--- src/rtl/rst_seq_ctrl.sv ---
// rst_seq_ctrl: reset sequencer for the RiscV_iMem_dMem system top.
// Holds all selected reset channels low for HOLD cycles, then releases them
// one at a time in ascending index order, STAGGER cycles apart.
// A masked soft reset re-sequences only the channels it selects.
// Optional watchdog: define RST_SEQ_WDT_EN to add wdt_kick / wdt_fired and an
// automatic full re-sequence when the watchdog is not serviced in RUN.
module rst_seq_ctrl #(
    parameter int N_CH       = 4,
    parameter int HOLD       = 16,
    parameter int STAGGER    = 8,
    parameter int CNT_W      = 8,
    parameter int WDT_CYCLES = 1024,
    parameter int WDT_W      = 16
) (
    input  logic            clk,
    input  logic            rst_n,
    input  logic            soft_rst_req,
    input  logic [N_CH-1:0] ch_mask,
`ifdef RST_SEQ_WDT_EN
    input  logic            wdt_kick,
    output logic            wdt_fired,
`endif
    output logic [N_CH-1:0] rst_out_n,
    output logic            busy,
    output logic            seq_done
);

    // Pointer must also encode "no further channel" as the value N_CH.
    localparam int PTR_W = (N_CH < 2) ? 1 : $clog2(N_CH + 1);
    localparam logic [PTR_W-1:0] PTR_NONE = PTR_W'(N_CH);

    typedef enum logic [1:0] {
        ST_ASSERT  = 2'd0,
        ST_RELEASE = 2'd1,
        ST_RUN     = 2'd2
    } state_t;

    state_t            state_q, state_d;
    logic [CNT_W-1:0]  cnt_q, cnt_d;
    logic [N_CH-1:0]   sel_q, sel_d;
    logic [PTR_W-1:0]  ptr_q, ptr_d;
    logic [N_CH-1:0]   rst_out_q, rst_out_d;
    logic              busy_q, busy_d;
    logic              seq_done_q, seq_done_d;
    logic              take_ext;
    logic              take_soft;
    logic              wdt_hit;
    logic [N_CH-1:0]   rel_onehot;

`ifdef RST_SEQ_WDT_EN
    logic [WDT_W-1:0]  wdt_cnt_q, wdt_cnt_d;
    logic              wdt_fired_q, wdt_fired_d;
`else
    // Watchdog sizing is only meaningful when the watchdog is built in.
    if ((64'd1 << WDT_W) <= 64'(WDT_CYCLES)) begin : g_wdt_cfg_unused
    end
`endif

    // Lowest selected channel index at or above 'from'; PTR_NONE if none.
    function automatic logic [PTR_W-1:0] next_sel(input logic [N_CH-1:0] sel,
                                                   input logic [PTR_W-1:0] from);
        logic [PTR_W-1:0] r;
        r = PTR_NONE;
        for (int i = N_CH - 1; i >= 0; i--) begin
            if (sel[i] && (i >= int'(from))) begin
                r = PTR_W'(i);
            end
        end
        return r;
    endfunction

    // One-hot decode of the release pointer (all zero when pointer is PTR_NONE).
    function automatic logic [N_CH-1:0] ptr_onehot(input logic [PTR_W-1:0] p);
        logic [N_CH-1:0] r;
        r = '0;
        for (int i = 0; i < N_CH; i++) begin
            if (PTR_W'(i) == p) begin
                r[i] = 1'b1;
            end
        end
        return r;
    endfunction

    // Next-state logic for the sequencer and (optionally) the watchdog.
    always_comb begin
        state_d    = state_q;
        cnt_d      = cnt_q;
        sel_d      = sel_q;
        ptr_d      = ptr_q;
        rst_out_d  = rst_out_q;
        take_ext   = 1'b0;
        take_soft  = 1'b0;
        wdt_hit    = 1'b0;
        rel_onehot = ptr_onehot(ptr_q);
`ifdef RST_SEQ_WDT_EN
        wdt_cnt_d   = '0;
        wdt_fired_d = 1'b0;
`endif

        case (state_q)
            ST_ASSERT: begin
                // Selected channels stay low; unselected keep their level.
                rst_out_d = rst_out_q & ~sel_q;
                if (cnt_q == CNT_W'(HOLD - 1)) begin
                    state_d = ST_RELEASE;
                    // Preloading the stagger limit makes the first release
                    // happen on the very next edge.
                    cnt_d   = CNT_W'(STAGGER - 1);
                    ptr_d   = next_sel(sel_q, '0);
                end else begin
                    cnt_d = cnt_q + CNT_W'(1);
                end
            end

            ST_RELEASE: begin
                if (ptr_q == PTR_NONE) begin
                    // Last selected channel went high on the previous edge.
                    state_d = ST_RUN;
                    cnt_d   = '0;
                end else if (cnt_q == CNT_W'(STAGGER - 1)) begin
                    rst_out_d = rst_out_q | rel_onehot;
                    ptr_d     = next_sel(sel_q, ptr_q + PTR_W'(1));
                    cnt_d     = '0;
                end else begin
                    cnt_d = cnt_q + CNT_W'(1);
                end
            end

            ST_RUN: begin
                take_ext = soft_rst_req && (ch_mask != '0);
`ifdef RST_SEQ_WDT_EN
                wdt_hit     = !wdt_kick && (wdt_cnt_q == WDT_W'(WDT_CYCLES - 1));
                wdt_fired_d = wdt_hit;
                if (wdt_kick) begin
                    wdt_cnt_d = '0;
                end else begin
                    wdt_cnt_d = wdt_cnt_q + WDT_W'(1);
                end
`endif
                take_soft = take_ext || wdt_hit;
                if (take_ext) begin
                    sel_d = ch_mask;
                end else if (wdt_hit) begin
                    sel_d = '1;
                end
                if (take_soft) begin
                    rst_out_d = rst_out_q & ~sel_d;
                    state_d   = ST_ASSERT;
                    cnt_d     = '0;
                    ptr_d     = '0;
`ifdef RST_SEQ_WDT_EN
                    wdt_cnt_d = '0;
`endif
                end
            end

            default: begin
                state_d = ST_ASSERT;
                cnt_d   = '0;
                sel_d   = '1;
                ptr_d   = '0;
            end
        endcase

        busy_d     = (state_d != ST_RUN);
        seq_done_d = (state_d == ST_RUN);
    end

    // State and registered outputs; rst_n low restarts a full cold sequence.
    always_ff @(posedge clk) begin
        if (!rst_n) begin
            state_q    <= ST_ASSERT;
            cnt_q      <= '0;
            sel_q      <= '1;
            ptr_q      <= '0;
            rst_out_q  <= '0;
            busy_q     <= 1'b1;
            seq_done_q <= 1'b0;
`ifdef RST_SEQ_WDT_EN
            wdt_cnt_q   <= '0;
            wdt_fired_q <= 1'b0;
`endif
        end else begin
            state_q    <= state_d;
            cnt_q      <= cnt_d;
            sel_q      <= sel_d;
            ptr_q      <= ptr_d;
            rst_out_q  <= rst_out_d;
            busy_q     <= busy_d;
            seq_done_q <= seq_done_d;
`ifdef RST_SEQ_WDT_EN
            wdt_cnt_q   <= wdt_cnt_d;
            wdt_fired_q <= wdt_fired_d;
`endif
        end
    end

    assign rst_out_n = rst_out_q;
    assign busy      = busy_q;
    assign seq_done  = seq_done_q;
`ifdef RST_SEQ_WDT_EN
    assign wdt_fired = wdt_fired_q;
`endif

endmodule

--- config.mk ---
export PLATFORM = sky130hd
export DESIGN_NAME = rst_seq_ctrl
export DESIGN_NICKNAME = d
export VERILOG_FILES = /design/src/rtl/rst_seq_ctrl.sv
export SDC_FILE = /design/constraint.sdc
export NUM_CORES = 1
export LEC_CHECK = 0
export ABC_AREA = 1
export CAP_MARGIN = 10
export CORE_ASPECT_RATIO = 1.1
export CORE_MARGIN = 3
export CORE_UTILIZATION = 55
export DETAILED_ROUTE_END_ITERATION = 16
export HOLD_SLACK_MARGIN = 0.1
export PLACE_DENSITY = 0.87
export RECOVER_POWER = 25
export SLEW_MARGIN = 20
export SYNTH_ARGS = -nofsm -noshare
export SYNTH_HDL_FRONTEND = slang
export SYNTH_SLANG_ARGS = --single-unit
--- constraint.sdc ---
create_clock -name clk -period 1.9 [get_ports clk]
set_input_delay 0.475 -clock clk [delete_from_list [all_inputs] [get_ports clk]]
set_output_delay 0.475 -clock clk [all_outputs]
set_load 0.02 [all_outputs]
==> results of run 1 <==
## registers in the layout, summed over array words and instances, names as in the netlist
name	flops
cnt_q	8
rst_out_n	4
sel_q	4
ptr_q	3
state_q	2
busy	1
seq_done	1
## Yosys cell counts (2+ instances only)
cell type / count
a21oi_1: 13
dfxtp_1: 23
ha_1: 7
inv_1: 24
inv_2: 5
inv_4: 2
nand2_1: 70
nand2_2: 2
nand3_1: 13
nand3b_1: 3
nand4_1: 2
nor2_1: 28
nor2_2: 2
o21ai_0: 10
o21ai_1: 2
or2_2: 2
xnor2_1: 2
## cell usage in the layout, fill, tap and decap left out, types with 5 or more instances in the layout
cell type | synthesis | layout
nand2_1 | 70 | 71
clkdlybuf4s50_1 | 0 | 11
a21oi_1 | 13 | 13
o21ai_0 | 10 | 10
inv_2 | 5 | 5
inv_1 | 24 | 24
ha_1 | 7 | 7
nand3_1 | 13 | 13
nor2_1 | 28 | 28
dfxtp_1 | 23 | 23
## metal layers
metal / wire [um] / vias up / track usage, % / part of all wire (%)
li1: - / 719 / - / -
met1: 1440 / 613 / 26.9 / 47
met2: 1460 / 33 / 34.4 / 47
met3: 133 / 7 / 5.29 / 4.3
met4: 48 / 0 / 11.0 / 1.6
met5: 0 / - / 0 / 0
## worst min path at each step
stage	start	end	slack [ns]	depth (start not counted)
finish	cnt_q[0]$_SDFFE_PN0N_	cnt_q[0]$_SDFFE_PN0N_	0.52	2
CTS	cnt_q[0]$_SDFFE_PN0N_	cnt_q[0]$_SDFFE_PN0N_	0.52	2
floorplan	cnt_q[7]$_SDFFE_PN0N_	cnt_q[7]$_SDFFE_PN0N_	0.47	2
global placement	rst_out_n[3]$_SDFFE_PN0P_	rst_out_n[3]$_SDFFE_PN0P_	0.47	2
global route	rst_out_n[3]$_SDFFE_PN0P_	rst_out_n[3]$_SDFFE_PN0P_	0.54	2
detailed placement	cnt_q[0]$_SDFFE_PN0N_	cnt_q[0]$_SDFFE_PN0N_	0.49	2
## where the power goes
group          internal [mW]  switching [mW]  total (mW)
clock network         0.0788           0.159       0.238
logic                 0.0229          0.0240      0.0469
registers              0.488         0.00509       0.493
## cells by family (layout without fill, tap and decap cells)
| family | count (synthesis) | count (layout) |
|---|---|---|
| fa+ha+maj | 7 | 7 |
| buf+inv | 33 | 50 |
| flops | 23 | 23 |
| xor+xnor | 2 | 2 |
| simple gates | 126 | 126 |
| compound gates | 29 | 29 |
## final cells by class
class	count	area, sq um
clock buffers	3	22.5
clock inverters	1	5.00
fillers	217	741
inverters	31	120
multi-input cells	164	817
flip-flops and latches	23	460
well taps	30	37.5
repair buffers	15	139
## stage by stage
step	hold WS [ns]	instances	power, mW	utilization (%)
floorplan	0.465	220	0.526	-
global placement	0.471	263	0.550	67.5
detailed placement	0.494	263	0.551	67.5
CTS	0.515	267	0.784	68.7
global route	0.544	267	0.812	68.4
finish	0.516	267	0.778	68.4
==> results.txt, run 1 <==
status - finished, final reports clean
fraction of layout cells with a size suffix above 1 - 10.1%
Yosys top cell area share - 32.7%
H-Tree Depth - 1
Nets - 252
EDFF count, synth - 0
Die Area - 0.00321 sq mm
GRT Total Usage - 21.7%
WP depth - 1
post-synthesis mux area share - 0%
number of library cell types mapped by synthesis - 27
Initial Utilization - 60.2%
critical path cell sequence - clkdlybuf4s50_1
CTS resizes - 0
port bufs - 12
Final Worst Setup Slack - 0.0999 ns
I/O pin count - 13
Worst Setup EP - rst_out_n[3]
Die Y - 59.1 um
total gr overflow - 0
Layout area overhead - 13.6%
CP endpoint kind - primary output
r2r startpoint - state_q[1]$_SDFF_PN0_
CTS tree - built
required time worst endpoint - 1.42 ns
CP startpoint kind - register
clock root cell - clkbuf_4
via/cell ratio - 5.14
top post-synthesis cells by area - dfxtp_1 (33%), nand2_1 (19%), nor2_1 (7.5%)
row count - 18
largest family of logic cells by synthesized area - simple AND/OR/NAND/NOR gates
cells after synthesis - 220
fin crit share - 94.7%
fmax - 556 MHz
vias in the first global route - 1286
final setup skew - 0.00526 ns
Post-Syn Nets - 234
Setup Buffers After CTS - 0
Synth Area in Compound Gates - 11.1%
Slowest cell on crit path - clkdlybuf4s50_1
Post-CTS Hold Buffers - 0
Synth Area in Adders - 6.21%
Iter 0 DRT Violations - 41
Power Dens Cells - 486 mW/mm^2
TritonCTS Buffers - 3
post-synthesis register bit count - 23
Synth Flop Type - dfxtp_1
ANT cells - 0
asr flop ratio synth - 0%
Crit. Startpoint - rst_out_n[3]$_SDFFE_PN0P_
RSZ-0062 raised after global routing - no
Ys Warns - 0
via count - 1372
Reg2Reg Setup Slack - 0.27 ns
post-synth top area cell - dfxtp_1
pin count of the biggest net entering global routing - 14
FF-to-FF End - ptr_q[1]$_SDFFE_PN0P_
Sum Neg Setup Slack - 0 ns
Mean Syn Cell Area - 6.41 sq um
DRC Markers - 0
post-synthesis xor/xnor area fraction - 1.24%
DRT Pass-1 Iters - 4
maximum vdd drop - 377 uV
post-synthesis sequential area ratio - 32.7%
slowest cell delay on critical path - 0.61 ns
gpl congestion - 0.824
post-route antenna net violation count - 0
final slew viol count - 0
critical path peak fanout - 3
Cell Area, Synth - 0.00141 sq mm
Clock Path Buffers - 2
Max-Cap Viols - 0
detailed placement HPWL - 2350 um
DP Area - 0.00158 sq mm
CP top delay family - buffers and inverters
Clk Latency, worst-skew pair - 0.32 ns
Buf/Inv on CP - 1
Slew headroom - 74.9%
initial antenna violation count - 0
WL final - 3090 um
clk sinks - 23
Worst R2R Path Depth - 9
Tmin final - 1.80 ns
first-pass GRT wire length - 5160 um
Design Area, Final - 0.00160 sq mm
Setup Viol. Count Final - 0
Simple-Gate Fraction of Synth Area - 39.6%
critical path class - register to primary output
hold crit path type - register to register
pre-CTS setup slack - 0.0489 ns
Data arrival, critical path - 1.33 ns
Die W - 54.3 um
leakage power - 0.761 nW
final hold violations - 0
core area - 0.00234 sq mm
Worst-path clk slew - 0.14 ns
Worst-Margin Slew - 0.375 ns
wire length per cell - 11.6 um
Note: power is estimated with default switching activity, not from simulation.
==> run 2: changes to the inputs <==
Settings changed: SLEW_MARGIN 20 to 30.
==> results of run 2 <==
No change in the layout: final DEF, timing and power equal those of run 1.
==> run 3: changes to the inputs <==
Settings changed: CAP_MARGIN 10 to not set, CORE_UTILIZATION 55 to 50, PLACE_DENSITY 0.87 to 0.81.
==> results.txt, run 3 (synthesis gave the netlist of run 1 again) <==
first-pass GRT wire length - 4650 um (-9.9%)
cell-internal power - 0.589 mW (about the same)
Slew headroom - 75.2% (+0.30 points)
Sum Neg Setup Slack - 0 ns (unchanged)
detailed placement HPWL - 2210 um (-5.8%)
Slowest cell on crit path - clkdlybuf4s50_1
Die Y - 61.7 um (+4.4%)
Post-CTS Hold Buffers - 0 (unchanged)
final hold violations - 0 (unchanged)
DRC Markers - 0 (unchanged)
Initial Utilization - 54.4% (-5.8 points)
Die Area - 0.00349 sq mm (+8.9%)
Reg power frac - 64.1% (+0.8 points)
Die W - 56.6 um (+4.3%)
clock root cell - clkbuf_4
Iter 0 DRT Violations - 43 (+4.9%)
Setup Viol. Count Final - 0 (unchanged)
status - finished, final reports clean
GRT Total Usage - 16.8% (-5.0 points)
most common cell after layout, fill and taps aside - nand2_1
CP top delay family - buffers and inverters
vias in the first global route - 1078 (-16%)
critical path cell sequence - clkdlybuf4s50_1
Data arrival, critical path - 1.30 ns (-0.03 ns)
Worst-path clk slew - 0.13 ns (about the same)
hold crit path type - register to register
wire length per cell - 10.6 um (-8.3%)
WL final - 2840 um (-7.9%)
combinational power share - 6.0% (about the same)
fraction of layout cells with a size suffix above 1 - 9.70% (-0.42 points)
I/O pin count - 13 (unchanged)
maximum vdd drop - 356 uV (-5.5%)
clock power share - 29.9% (-0.7 points)
RSZ-0062 raised after global routing - no
ANT cells - 0 (unchanged)
Clk Latency, worst-skew pair - 0.31 ns (about the same)
initial antenna violation count - 0 (unchanged)
Largest register FFs - 8 (unchanged)
total gr overflow - 0 (unchanged)
fin crit share - 93.3% (-1.4 points)
Layout area overhead - 13.5% (about the same)
port bufs - 12 (unchanged)
CTS resizes - 0 (unchanged)
CP startpoint kind - register
H-Tree Depth - 1 (unchanged)
pin count of the biggest net entering global routing - 14 (unchanged)
Sw Ratio - 23.4% (-0.86 points)
gpl congestion - 0.823 (-0.13%)
Setup Buffers After CTS - 0 (unchanged)
Max-Cap Viols - 0 (unchanged)
row count - 19 (+1)
Tmin final - 1.77 ns (-0.0268 ns)
Util after Layout - 61.8% (-6.6 points)
Power Dens Cells - 481 mW/mm^2 (-1.1%)
Worst-Margin Slew - 0.370 ns (-0.00454 ns)
NetSw - 0.180 mW (-4.7%)
slowest cell delay on critical path - 0.61 ns (about the same)
core area - 0.00259 sq mm (+11%)
Nets - 252 (unchanged)
CP endpoint kind - primary output
DP Area - 0.00158 sq mm (about the same)
post-route antenna net violation count - 0 (unchanged)
uppermost routed layer - met4
CTS tree - built
TritonCTS Buffers - 3 (unchanged)
final slew viol count - 0 (unchanged)
leakage power - 0.762 nW (about the same)
DRT Pass-1 Iters - 5 (+1)
fmax - 564 MHz (+1.5%)
Buf/Inv on CP - 1 (unchanged)
Design Area, Final - 0.00160 sq mm (about the same)
DR WL met2 - 1250 um (-15%)
required time worst endpoint - 1.42 ns (about the same)
via/cell ratio - 4.97 (-3.4%)
critical path class - register to primary output
final setup skew - 0.00218 ns (-0.00308 ns)
WL met1 - 1480 um (+3.1%)
Largest Register - cnt_q
clk sinks - 23 (unchanged)
most frequent cells in the layout - nand2_1 (71), nor2_1 (29), inv_1 (24)
critical path peak fanout - 3 (unchanged)
Clock Path Buffers - 2 (unchanged)
met3 wire length - 74 um (-44%)
via count - 1331 (-3.0%)
[run 3: power groups by stage]
stage / Sequential (mW) / Clock, mW / Combinational (mW)
after floorplan: 0.502 / 0 / 0.0239
after global placement: 0.503 / 0 / 0.0470
after global routing: 0.494 / 0.256 / 0.0534
final: 0.493 / 0.230 / 0.0463
after CTS: 0.493 / 0.243 / 0.0483
after detailed placement: 0.503 / 0 / 0.0481
[run 3: layer usage]
layer | vias to the layer above | GRT usage, %
met5 | - | 0
met4 | 0 | 5.08
met3 | 4 | 2.48
met2 | 16 | 27.2
met1 | 587 | 23.4
li1 | 724 | -
[run 3: cell type report]
type	count	area (sq um)
fillers	262	991
flip-flops and latches	23	460
repair buffers	15	139
well taps	31	38.8
clock inverters	1	5.00
clock buffers	3	22.5
multi-input cells	164	815
inverters	31	120
[run 3: final timing paths]
| kind | to | cells past startpoint | slack [ns] | startpoint |
|---|---|---|---|---|
| hold reg to reg | rst_out_n[3]$_SDFFE_PN0P_ | 2 | 0.49 | rst_out_n[3]$_SDFFE_PN0P_ |
| setup / recovery | rst_out_n[3] | 1 | 0.13 | rst_out_n[3]$_SDFFE_PN0P_ |
| hold / removal | rst_out_n[3]$_SDFFE_PN0P_ | 2 | 0.49 | rst_out_n[3]$_SDFFE_PN0P_ |
| setup reg to reg | ptr_q[0]$_SDFFE_PN0P_ | 9 | 0.25 | state_q[1]$_SDFF_PN0_ |
[run 3: metrics by stage]
stage / setup WS [ns] / cells / hold WS (ns) / power (mW)
global placement: 0.109 / 264 / 0.467 / 0.550
finish: 0.127 / 268 / 0.492 / 0.769
global route: 0.0613 / 268 / 0.520 / 0.803
CTS: 0.109 / 268 / 0.492 / 0.784
floorplan: 0.450 / 220 / 0.465 / 0.526
detailed placement: 0.0915 / 264 / 0.473 / 0.552
